===== src/rtl/vga_pkg.sv =====
// Shared raster timing defaults (640x480@60) and helpers for the VGA scan-out block.
package vga_pkg;

   localparam int H_ACTIVE_DEF = 640;
   localparam int H_FP_DEF     = 16;
   localparam int H_SYNC_DEF   = 96;
   localparam int H_BP_DEF     = 48;
   localparam int V_ACTIVE_DEF = 480;
   localparam int V_FP_DEF     = 10;
   localparam int V_SYNC_DEF   = 2;
   localparam int V_BP_DEF     = 33;

   typedef struct packed {
      logic hsync;
      logic vsync;
      logic de;
      logic frame_start;
   } vga_sync_t;

   localparam vga_sync_t SYNC_IDLE = '{hsync: 1'b1, vsync: 1'b1, de: 1'b0, frame_start: 1'b0};

   function automatic int raster_total(input int active, input int fp, input int sync, input int bp);
      return active + fp + sync + bp;
   endfunction

endpackage


===== src/rtl/vga_pix_fifo.sv =====
// Synchronous pixel FIFO with a combinational head; a push while full only lands if a pop frees a slot.
module vga_pix_fifo #(
   parameter int WIDTH = 4,
   parameter int DEPTH = 16
) (
   input  logic                       clk,
   input  logic                       resetn,
   input  logic                       push,
   input  logic [WIDTH-1:0]           push_data,
   input  logic                       pop,
   output logic [WIDTH-1:0]           pop_data,
   output logic                       full,
   output logic                       empty,
   output logic [$clog2(DEPTH):0]     level
);

   localparam int AW = $clog2(DEPTH);

   logic [WIDTH-1:0] mem [DEPTH];
   logic [AW-1:0]    wr_ptr;
   logic [AW-1:0]    rd_ptr;
   logic [AW:0]      count;
   logic             do_push;
   logic             do_pop;

   assign full    = (count == (AW+1)'(DEPTH));
   assign empty   = (count == '0);
   assign do_pop  = pop & ~empty;
   assign do_push = push & (~full | do_pop);

   always_ff @(posedge clk) begin
      if (!resetn) begin
         wr_ptr <= '0;
         rd_ptr <= '0;
         count  <= '0;
      end else begin
         if (do_push) wr_ptr <= wr_ptr + AW'(1);
         if (do_pop)  rd_ptr <= rd_ptr + AW'(1);
         case ({do_push, do_pop})
            2'b10:   count <= count + (AW+1)'(1);
            2'b01:   count <= count - (AW+1)'(1);
            default: count <= count;
         endcase
      end
   end

   // Storage carries no reset; the pointers define what is valid.
   always_ff @(posedge clk) begin
      if (do_push) mem[wr_ptr] <= push_data;
   end

   assign pop_data = mem[rd_ptr];
   assign level    = count;

endmodule


===== src/rtl/vga_scan_out.sv =====
// Buffers the upstream pixel stream and drains it under a free-running VGA raster generator.
module vga_scan_out
   import vga_pkg::*;
#(
   parameter int WIDTH      = 4,
   parameter int FIFO_DEPTH = 16,
   parameter int H_ACTIVE   = H_ACTIVE_DEF,
   parameter int H_FP       = H_FP_DEF,
   parameter int H_SYNC     = H_SYNC_DEF,
   parameter int H_BP       = H_BP_DEF,
   parameter int V_ACTIVE   = V_ACTIVE_DEF,
   parameter int V_FP       = V_FP_DEF,
   parameter int V_SYNC     = V_SYNC_DEF,
   parameter int V_BP       = V_BP_DEF
) (
   input  logic                          clk,
   input  logic                          resetn,
   input  logic [WIDTH-1:0]              pix_in,
   input  logic                          pix_valid_in,
   input  logic                          enable_in,
   input  logic                          clr_err_in,
   output logic                          hsync_out,
   output logic                          vsync_out,
   output logic                          de_out,
   output logic [WIDTH-1:0]              rgb_out,
   output logic                          frame_start_out,
   output logic [$clog2(FIFO_DEPTH):0]   level_out,
   output logic                          overflow_out,
   output logic                          underflow_out
);

   localparam int H_TOTAL = raster_total(H_ACTIVE, H_FP, H_SYNC, H_BP);
   localparam int V_TOTAL = raster_total(V_ACTIVE, V_FP, V_SYNC, V_BP);
   localparam int HW      = $clog2(H_TOTAL + 1);
   localparam int VW      = $clog2(V_TOTAL + 1);
   localparam int LW      = $clog2(FIFO_DEPTH) + 1;

   localparam logic [HW-1:0] H_LAST = HW'(H_TOTAL - 1);
   localparam logic [HW-1:0] H_VIS  = HW'(H_ACTIVE);
   localparam logic [HW-1:0] HS_BEG = HW'(H_ACTIVE + H_FP);
   localparam logic [HW-1:0] HS_END = HW'(H_ACTIVE + H_FP + H_SYNC);
   localparam logic [VW-1:0] V_LAST = VW'(V_TOTAL - 1);
   localparam logic [VW-1:0] V_VIS  = VW'(V_ACTIVE);
   localparam logic [VW-1:0] VS_BEG = VW'(V_ACTIVE + V_FP);
   localparam logic [VW-1:0] VS_END = VW'(V_ACTIVE + V_FP + V_SYNC);

   logic [HW-1:0]    h;
   logic [VW-1:0]    v;
   logic             en_q;
   logic             run;
   logic             visible;
   logic             pop;
   logic             fifo_full;
   logic             fifo_empty;
   logic [WIDTH-1:0] fifo_head;
   logic [LW-1:0]    fifo_level;
   vga_sync_t        sync_d;
   vga_sync_t        sync_q;

   vga_pix_fifo #(
      .WIDTH (WIDTH),
      .DEPTH (FIFO_DEPTH)
   ) u_fifo (
      .clk       (clk),
      .resetn    (resetn),
      .push      (pix_valid_in),
      .push_data (pix_in),
      .pop       (pop),
      .pop_data  (fifo_head),
      .full      (fifo_full),
      .empty     (fifo_empty),
      .level     (fifo_level)
   );

   // The raster only runs once enable has been seen for a full cycle, so a
   // fresh enable spends one cycle parked at (0,0) before that pixel is emitted.
   assign run     = enable_in & en_q;
   assign visible = (h < H_VIS) && (v < V_VIS);
   assign pop     = run & visible;

   always_comb begin
      sync_d = SYNC_IDLE;
      if (run) begin
         sync_d.hsync       = !((h >= HS_BEG) && (h < HS_END));
         sync_d.vsync       = !((v >= VS_BEG) && (v < VS_END));
         sync_d.de          = visible;
         sync_d.frame_start = (h == '0) && (v == '0);
      end
   end

   always_ff @(posedge clk) begin
      if (!resetn) begin
         en_q          <= 1'b0;
         h             <= '0;
         v             <= '0;
         sync_q        <= SYNC_IDLE;
         rgb_out       <= '0;
         overflow_out  <= 1'b0;
         underflow_out <= 1'b0;
      end else begin
         en_q <= enable_in;
         if (!enable_in) begin
            h <= '0;
            v <= '0;
         end else if (en_q) begin
            if (h == H_LAST) begin
               h <= '0;
               v <= (v == V_LAST) ? '0 : v + VW'(1);
            end else begin
               h <= h + HW'(1);
            end
         end
         sync_q  <= sync_d;
         rgb_out <= (pop && !fifo_empty) ? fifo_head : '0;
         // A set in the same cycle as a clear wins.
         overflow_out  <= (overflow_out & ~clr_err_in) | (pix_valid_in & fifo_full & ~pop);
         underflow_out <= (underflow_out & ~clr_err_in) | (pop & fifo_empty);
      end
   end

   assign hsync_out       = sync_q.hsync;
   assign vsync_out       = sync_q.vsync;
   assign de_out          = sync_q.de;
   assign frame_start_out = sync_q.frame_start;
   assign level_out       = fifo_level;

endmodule


===== config.mk =====
export PLATFORM = sky130hd
export DESIGN_NAME = vga_scan_out
export DESIGN_NICKNAME = d
export VERILOG_FILES = /design/src/rtl/vga_pkg.sv /design/src/rtl/vga_pix_fifo.sv /design/src/rtl/vga_scan_out.sv
export SDC_FILE = /design/constraint.sdc
export NUM_CORES = 1
export LEC_CHECK = 0
export CORE_ASPECT_RATIO = 1.1
export CORE_UTILIZATION = 62
export CTS_BUF_LIST = sky130_fd_sc_hd__clkbuf_2
export CTS_CLUSTER_SIZE = 16
export DETAILED_ROUTE_END_ITERATION = 7
export GPL_TIMING_DRIVEN = 0
export PLACE_DENSITY = 0.82
export SYNTH_ARGS = -nofsm -noshare
export SYNTH_HDL_FRONTEND = slang
export SYNTH_SLANG_ARGS = --single-unit

===== constraint.sdc =====
create_clock -name clk -period 3.1 [get_ports clk]
set_input_delay 0.62 -clock clk [delete_from_list [all_inputs] [get_ports clk]]
set_output_delay 0.62 -clock clk [all_outputs]
set_load 0.1 [all_outputs]

==> results of run 1 <==
-- worst paths after layout --
kind | startpoint | end | cells after the start
worst min-delay path | overflow_out | overflow_out | 2
worst max-delay path | u_fifo.level[2] | level_out[2] | 1
worst min register to register | overflow_out | overflow_out | 2
worst max register to register | h[7] | u_fifo.level[3] | 9
-- flip-flops by register name, summed over array words and instances, names as in the netlist, 4 cells and up --
signal / flops
u_fifo.mem: 64
h: 10
v: 10
u_fifo.level: 5
rgb_out: 4
u_fifo.rd_ptr: 4
u_fifo.wr_ptr: 4
-- layout by cell type (no fill, tap or decap), types with 4 or more instances in the layout --
| master | Yosys | routed |
|---|---|---|
| nor3_1 | 13 | 13 |
| nor2_1 | 41 | 41 |
| clkbuf_1 | 9 | 9 |
| o21ai_0 | 6 | 6 |
| dfxtp_1 | 44 | 44 |
| xor2_1 | 6 | 6 |
| and3_1 | 7 | 7 |
| nand2b_1 | 7 | 7 |
| nand2_1 | 27 | 27 |
| mux4_2 | 12 | 12 |
| xnor2_1 | 13 | 13 |
| or3_1 | 6 | 6 |
| mux4_1 | 7 | 7 |
| clkbuf_2 | 1 | 11 |
| inv_1 | 13 | 13 |
| mux2i_1 | 5 | 5 |
| nor2b_1 | 4 | 4 |
| nand3_1 | 11 | 11 |
| a21oi_1 | 15 | 15 |
| ha_1 | 11 | 11 |
| edfxtp_1 | 64 | 64 |
| buf_2 | 4 | 4 |
| nand4_1 | 10 | 10 |
| clkdlybuf4s50_1 | 0 | 22 |
| nor4_1 | 5 | 5 |
-- layout make-up --
type / count / area [um^2] / area share, %
sequential: 108 / 2803 / 54.44
multi-input combinational: 229 / 1740 / 33.80
timing repair buffer: 22 / 220.2 / 4.277
tap: 85 / 106.4 / 2.066
buffer: 17 / 93.84 / 1.823
clock inverter: 6 / 86.33 / 1.677
clock buffer: 10 / 50.05 / 0.9721
inverter: 13 / 48.80 / 0.9478
-- metal layers --
metal | up-vias | wire length, um
li1 | 1421 | -
met3 | 7 | 306
met4 | 0 | 79
met1 | 1442 | 3917
met2 | 60 | 4085
met5 | - | 0
-- stage by stage --
stage	cells	utilization, %	total power [mW]	hold WS [ns]
5_1_grt	490	71.84	2.576	0.5034
6_report	490	71.84	2.482	0.5049
2_1_floorplan	367	-	1.740	0.4738
4_1_cts	490	71.84	2.494	0.4784
3_3_place_gp	474	69.94	1.796	0.4774
3_5_place_dp	474	69.94	1.804	0.4750
-- logic make-up after synthesis --
kind of cell,share of synthesized area (%)
fa+ha+maj,2.937
simple gates,15.30
compound gates,4.593
flops,59.81
buf+inv,3.044
mux,10.76
xor+xnor,3.551
-- report_power, final --
part	internal, mW	switching (mW)	leakage (nW)
Sequential	1.54	0.0136	0.934
Combinational	0.0779	0.141	0.709
Clock	0.273	0.434	0.0843
Total	1.89	0.588	1.73
==> flow_summary_export.csv, run 1 <==
group,metric,value,unit
run_status,status,"complete, but fails checks",
run_status,failed_checks,"design-rule violations",
timing,final-hold-violation-count,0,
timing,fin_worst_skew,0.02825,ns
timing,fin_crit_sh,92.24,%
route,dr.pass1.iters,7,
worst_setup_path,worstSetupStartpointType,"register",
logic_synthesis,ys_types,47,
power,power.density,482.0,nW/um^2
timing,worst_slew_margin_rel,35.09,%
route,drt_iter0_drc,163,
layout,finalInstanceArea,5149,um^2
global_route,grt_util_met2,37.74,%
worst_setup_path,path_class,"register to output port",
timing,tightest_slew,0.9706,ns
clock_tree,clk_pin_slew,0.25,ns
logic_synthesis,synthArstFlopShare,0,%
worst_setup_path,worst_ep_arrival_time,2.24,ns
die,fp.dieW,84.89,um
timing,drv_slew,0,
clock_tree,cts_sinks,108,
global_route,antenna_found_initial,0,
logic_synthesis,synth_common_cells,"edfxtp_1 (64), dfxtp_1 (44), nor2_1 (41)",
clock_tree,clock_path_buffers,2,
route,vias_per_cell,5.980,
route,drt_wl_total,8389,um
logic_synthesis,synth-main-ff-cell,"edfxtp_1",
route,num_vias,2930,
timing,max_freq,349.7,MHz
layout,antennaDiodeCount,0,
timing,finalSetupViolations,0,
logic_synthesis,netlist.top_cell.by_area,"edfxtp_1",
placed_design,place_area,5012,um^2
placed_design,hpwl,5989,um
timing,tns,0,ns
min_path,hold_path_class,"register to register",
logic_synthesis,yosysSeqAreaShare,59.81,%
power,ir_drop,0.3116,mV
worst_setup_path,crit_chain,"clkdlybuf4s50_1",
layout,syn2layout_area_growth,9.880,%
global_route,grt_util_met3,3.795,%
global_route,grt_use_met1,33.01,%
logic_synthesis,synthTopCellsByArea,"edfxtp_1 (41%), dfxtp_1 (19%), mux4_2 (5.8%)",
placed_design,place_ws,0.1392,ns
clock_tree,cts_setup_buffers,0,
global_route,grt_pass1_wl,14100,um
logic_synthesis,synthMostInstantiatedCell,"edfxtp_1",
global_route,grt-ovfl-total,0,
worst_setup_path,cp-end-kind,"output port",
die,boundaryPins,24,
worst_setup_path,required,2.48,ns
logic_synthesis,syn_area,4686,um^2
power,power_leakage,1.728,nW
logic_synthesis,syn_inst,367,
placed_design,portBuffers,22,
layout,n_fill_cell,490,
clock_tree,cts_root_buf,"clkbuf_2",
worst_setup_path,r2r_slack,0.47,ns
global_route,grt_start_max_net_pins,18,
global_route,grt_pass1_vias,2849,
logic_synthesis,synth_edf_count,64,
worst_setup_path,crit_family,"buffers and inverters",
placed_design,gp_congestion,0.8548,
worst_setup_path,cp_slowest_cell,"clkdlybuf4s50_1",
worst_setup_path,path_buf_inv,1,
global_route,track_usage,23.54,%
clock_tree,htree_levels,3,
logic_synthesis,synth-seq-cells,108,
die,die_area,7910,um^2
clock_tree,cts_resized,0,
clock_tree,holdBufCountCts,0,
clock_tree,cts_tree,"done",
run,cap_violations,0,
route,ant_nets,0,
timing,min_period,2.860,ns
clock_tree,clock_latency,0.53,ns
global_route,busiest_layer,"met2",
route,wl_per_cell,17.12,um
die,start_util,65.38,%
logic_synthesis,syn_avg_cell_area,12.77,um^2
layout,drive_above_1_share,9.136,%
clock_tree,cts_buffers,9,
worst_setup_path,path_max_fanout,8,
layout,finalNetCount,420,
logic_synthesis,yosysWarnings,0,
timing,rsz0062_at_grt,"no",
route,drc,3,
logic_synthesis,synthesis.nets,387,
die,rows,32,
timing,setup_ws,0.2404,ns
die,coreArea,7167,um^2
die,die_h,93.18,um
worst_setup_path,max_stage_delay,1.19,ns
logic_synthesis,yosysTopAreaCellShare,41.01,%
No activity file was read; power rests on OpenSTA's default activity.
==> inputs of run 2 (changes only) <==
- CTS_BUF_LIST: sky130_fd_sc_hd__clkbuf_2 -> sky130_fd_sc_hd__clkbuf_4
- SLEW_MARGIN: not set -> 10
==> flow_summary_export.csv, run 2 (synthesis gave the netlist of run 1 again) <==
group,metric,value,unit
die,boundaryPins,24,
timing,final-hold-violation-count,0,
worst_setup_path,worstSetupStartpointType,"register",
timing,fin_crit_sh,88.70,%
global_route,track_usage,23.54,%
route,dr.pass1.iters,6,
layout,multi_input_area,1740,um^2
clock_tree,cts_sinks,108,
route,ant_nets,0,
clock_tree,cts_buffers,9,
clock_tree,cts_resized,0,
global_route,grt_pass1_vias,2848,
run_status,status,"complete, but fails checks",
worst_setup_path,max_stage_delay,1.19,ns
die,fp.dieW,84.89,um
timing,max_freq,363.7,MHz
timing,drv_slew,0,
timing,worst_slew_margin_rel,35.18,%
placed_design,gp_congestion,0.8548,
layout,antennaDiodeCount,0,
worst_setup_path,required,2.48,ns
power,power.density,492.9,nW/um^2
clock_tree,clk_pin_slew,0.15,ns
route,wl_per_cell,17.18,um
timing,fin_worst_skew,0.01757,ns
power,p_total,2.550,mW
power,pwr-share-comb,8.6,%
global_route,grt-ovfl-total,0,
timing,rsz0062_at_grt,"no",
run_status,failed_checks,"design-rule violations",
layout,n_fill_cell,483,
worst_setup_path,path_buf_inv,1,
die,rows,32,
global_route,grt_start_max_net_pins,18,
worst_setup_path,crit_family,"buffers and inverters",
power,sw_frac_of_total,23.25,%
worst_setup_path,crit_chain,"clkdlybuf4s50_1",
global_route,antenna_found_initial,0,
run,cap_violations,0,
clock_tree,cts_tree,"done",
worst_setup_path,cp-end-kind,"output port",
clock_tree,cts_root_buf,"clkbuf_4",
die,start_util,65.38,%
timing,tns,0,ns
worst_setup_path,cp_slowest_cell,"clkdlybuf4s50_1",
global_route,grt_pass1_wl,14100,um
route,drt_iter0_drc,183,
clock_tree,clock_path_buffers,2,
die,coreArea,7167,um^2
layout,finalNetCount,420,
power,seq_power_share,60.9,%
clock_tree,cts_setup_buffers,0,
timing,finalSetupViolations,0,
power,pwr-share-clk,30.5,%
route,drc,3,
worst_setup_path,r2r_start,"h[7]",
layout,syn2layout_area_growth,10.41,%
placed_design,portBuffers,22,
clock_tree,htree_levels,3,
worst_setup_path,worst_ep_arrival_time,2.13,ns
worst_setup_path,path_class,"register to output port",
power,ir_drop,0.3128,mV
layout,layout_commonest_cell,"edfxtp_1",
power,p_sw,0.5930,mW
worst_setup_path,path_max_fanout,8,
layout,largest_reg_flops,64,
clock_tree,clock_latency,0.44,ns
layout,top_regs,"u_fifo.mem x64, h x10, v x10",
layout,area.sequential,2803,um^2
route,vias_per_cell,5.978,
worst_setup_path,critPathLaunch,"u_fifo.level[2]",
die,die_area,7910,um^2
timing,tightest_slew,0.9693,ns
layout,most-common-layout-cells,"edfxtp_1 (64), dfxtp_1 (44), nor2_1 (41), nand2_1 (27), clkdlybuf4s50_1 (22)",
timing,min_period,2.750,ns
min_path,hold_path_class,"register to register",
min_path,hp-start,"overflow_out",
layout,drive_above_1_share,9.136,%
route,num_vias,2929,
clock_tree,holdBufCountCts,0,
layout,largest_register,"u_fifo.mem",
placed_design,hpwl,5989,um
power,power_leakage,1.732,nW
die,die_h,93.18,um
power,p_int,1.957,mW
route,drt_wl_total,8418,um
-- run 2: cell type report --
class                   instances  share of cell area, %
inverters                      13                 0.9432
flip-flops and latches        108                  54.17
plain buffers                  17                  1.814
well taps                      85                  2.056
repair buffers                 22                  4.256
clock buffers                  10                  1.451
clock inverters                 6                  1.669
multi-input cells             229                  33.64
-- run 2: stage by stage --
step | util, % | worst slack (ns) | hold WS (ns) | std cells | instance area, um^2
after detailed placement | 69.94 | 0.1392 | 0.4750 | 474 | 5012
after CTS | 72.19 | 0.3109 | 0.4936 | 490 | 5174
after global routing | 72.19 | 0.2641 | 0.5120 | 490 | 5174
after global placement | 69.94 | 0.1824 | 0.4774 | 474 | 5012
after floorplan | - | 0.3822 | 0.4738 | 367 | 4686
final | 72.19 | 0.3502 | 0.4973 | 490 | 5174
-- run 2: power by group through the flow --
stage / Sequential [mW] / Combinational, mW / Clock, mW
floorplan: 1.63 / 0.111 / 0
global placement: 1.58 / 0.211 / 0
detailed placement: 1.59 / 0.219 / 0
CTS: 1.55 / 0.219 / 0.784
global route: 1.56 / 0.237 / 0.845
finish: 1.55 / 0.219 / 0.778
-- run 2: layer usage --
layer / vias up / GRT usage, % / share of wire (%)
met2: 56 / 37.67 / 48
met4: 0 / 8.333 / 1.5
met1: 1440 / 33.07 / 47
met5: - / 0 / 0
met3: 13 / 3.795 / 3.2
li1: 1420 / - / -
-- run 2: final timing paths --
| kind | endpoint | slack (ns) | cells past startpoint |
|---|---|---|---|
| max | level_out[2] | 0.35 | 1 |
| min | overflow_out | 0.50 | 2 |
| max reg2reg | u_fifo.level[3] | 0.50 | 9 |
| min reg2reg | overflow_out | 0.50 | 2 |
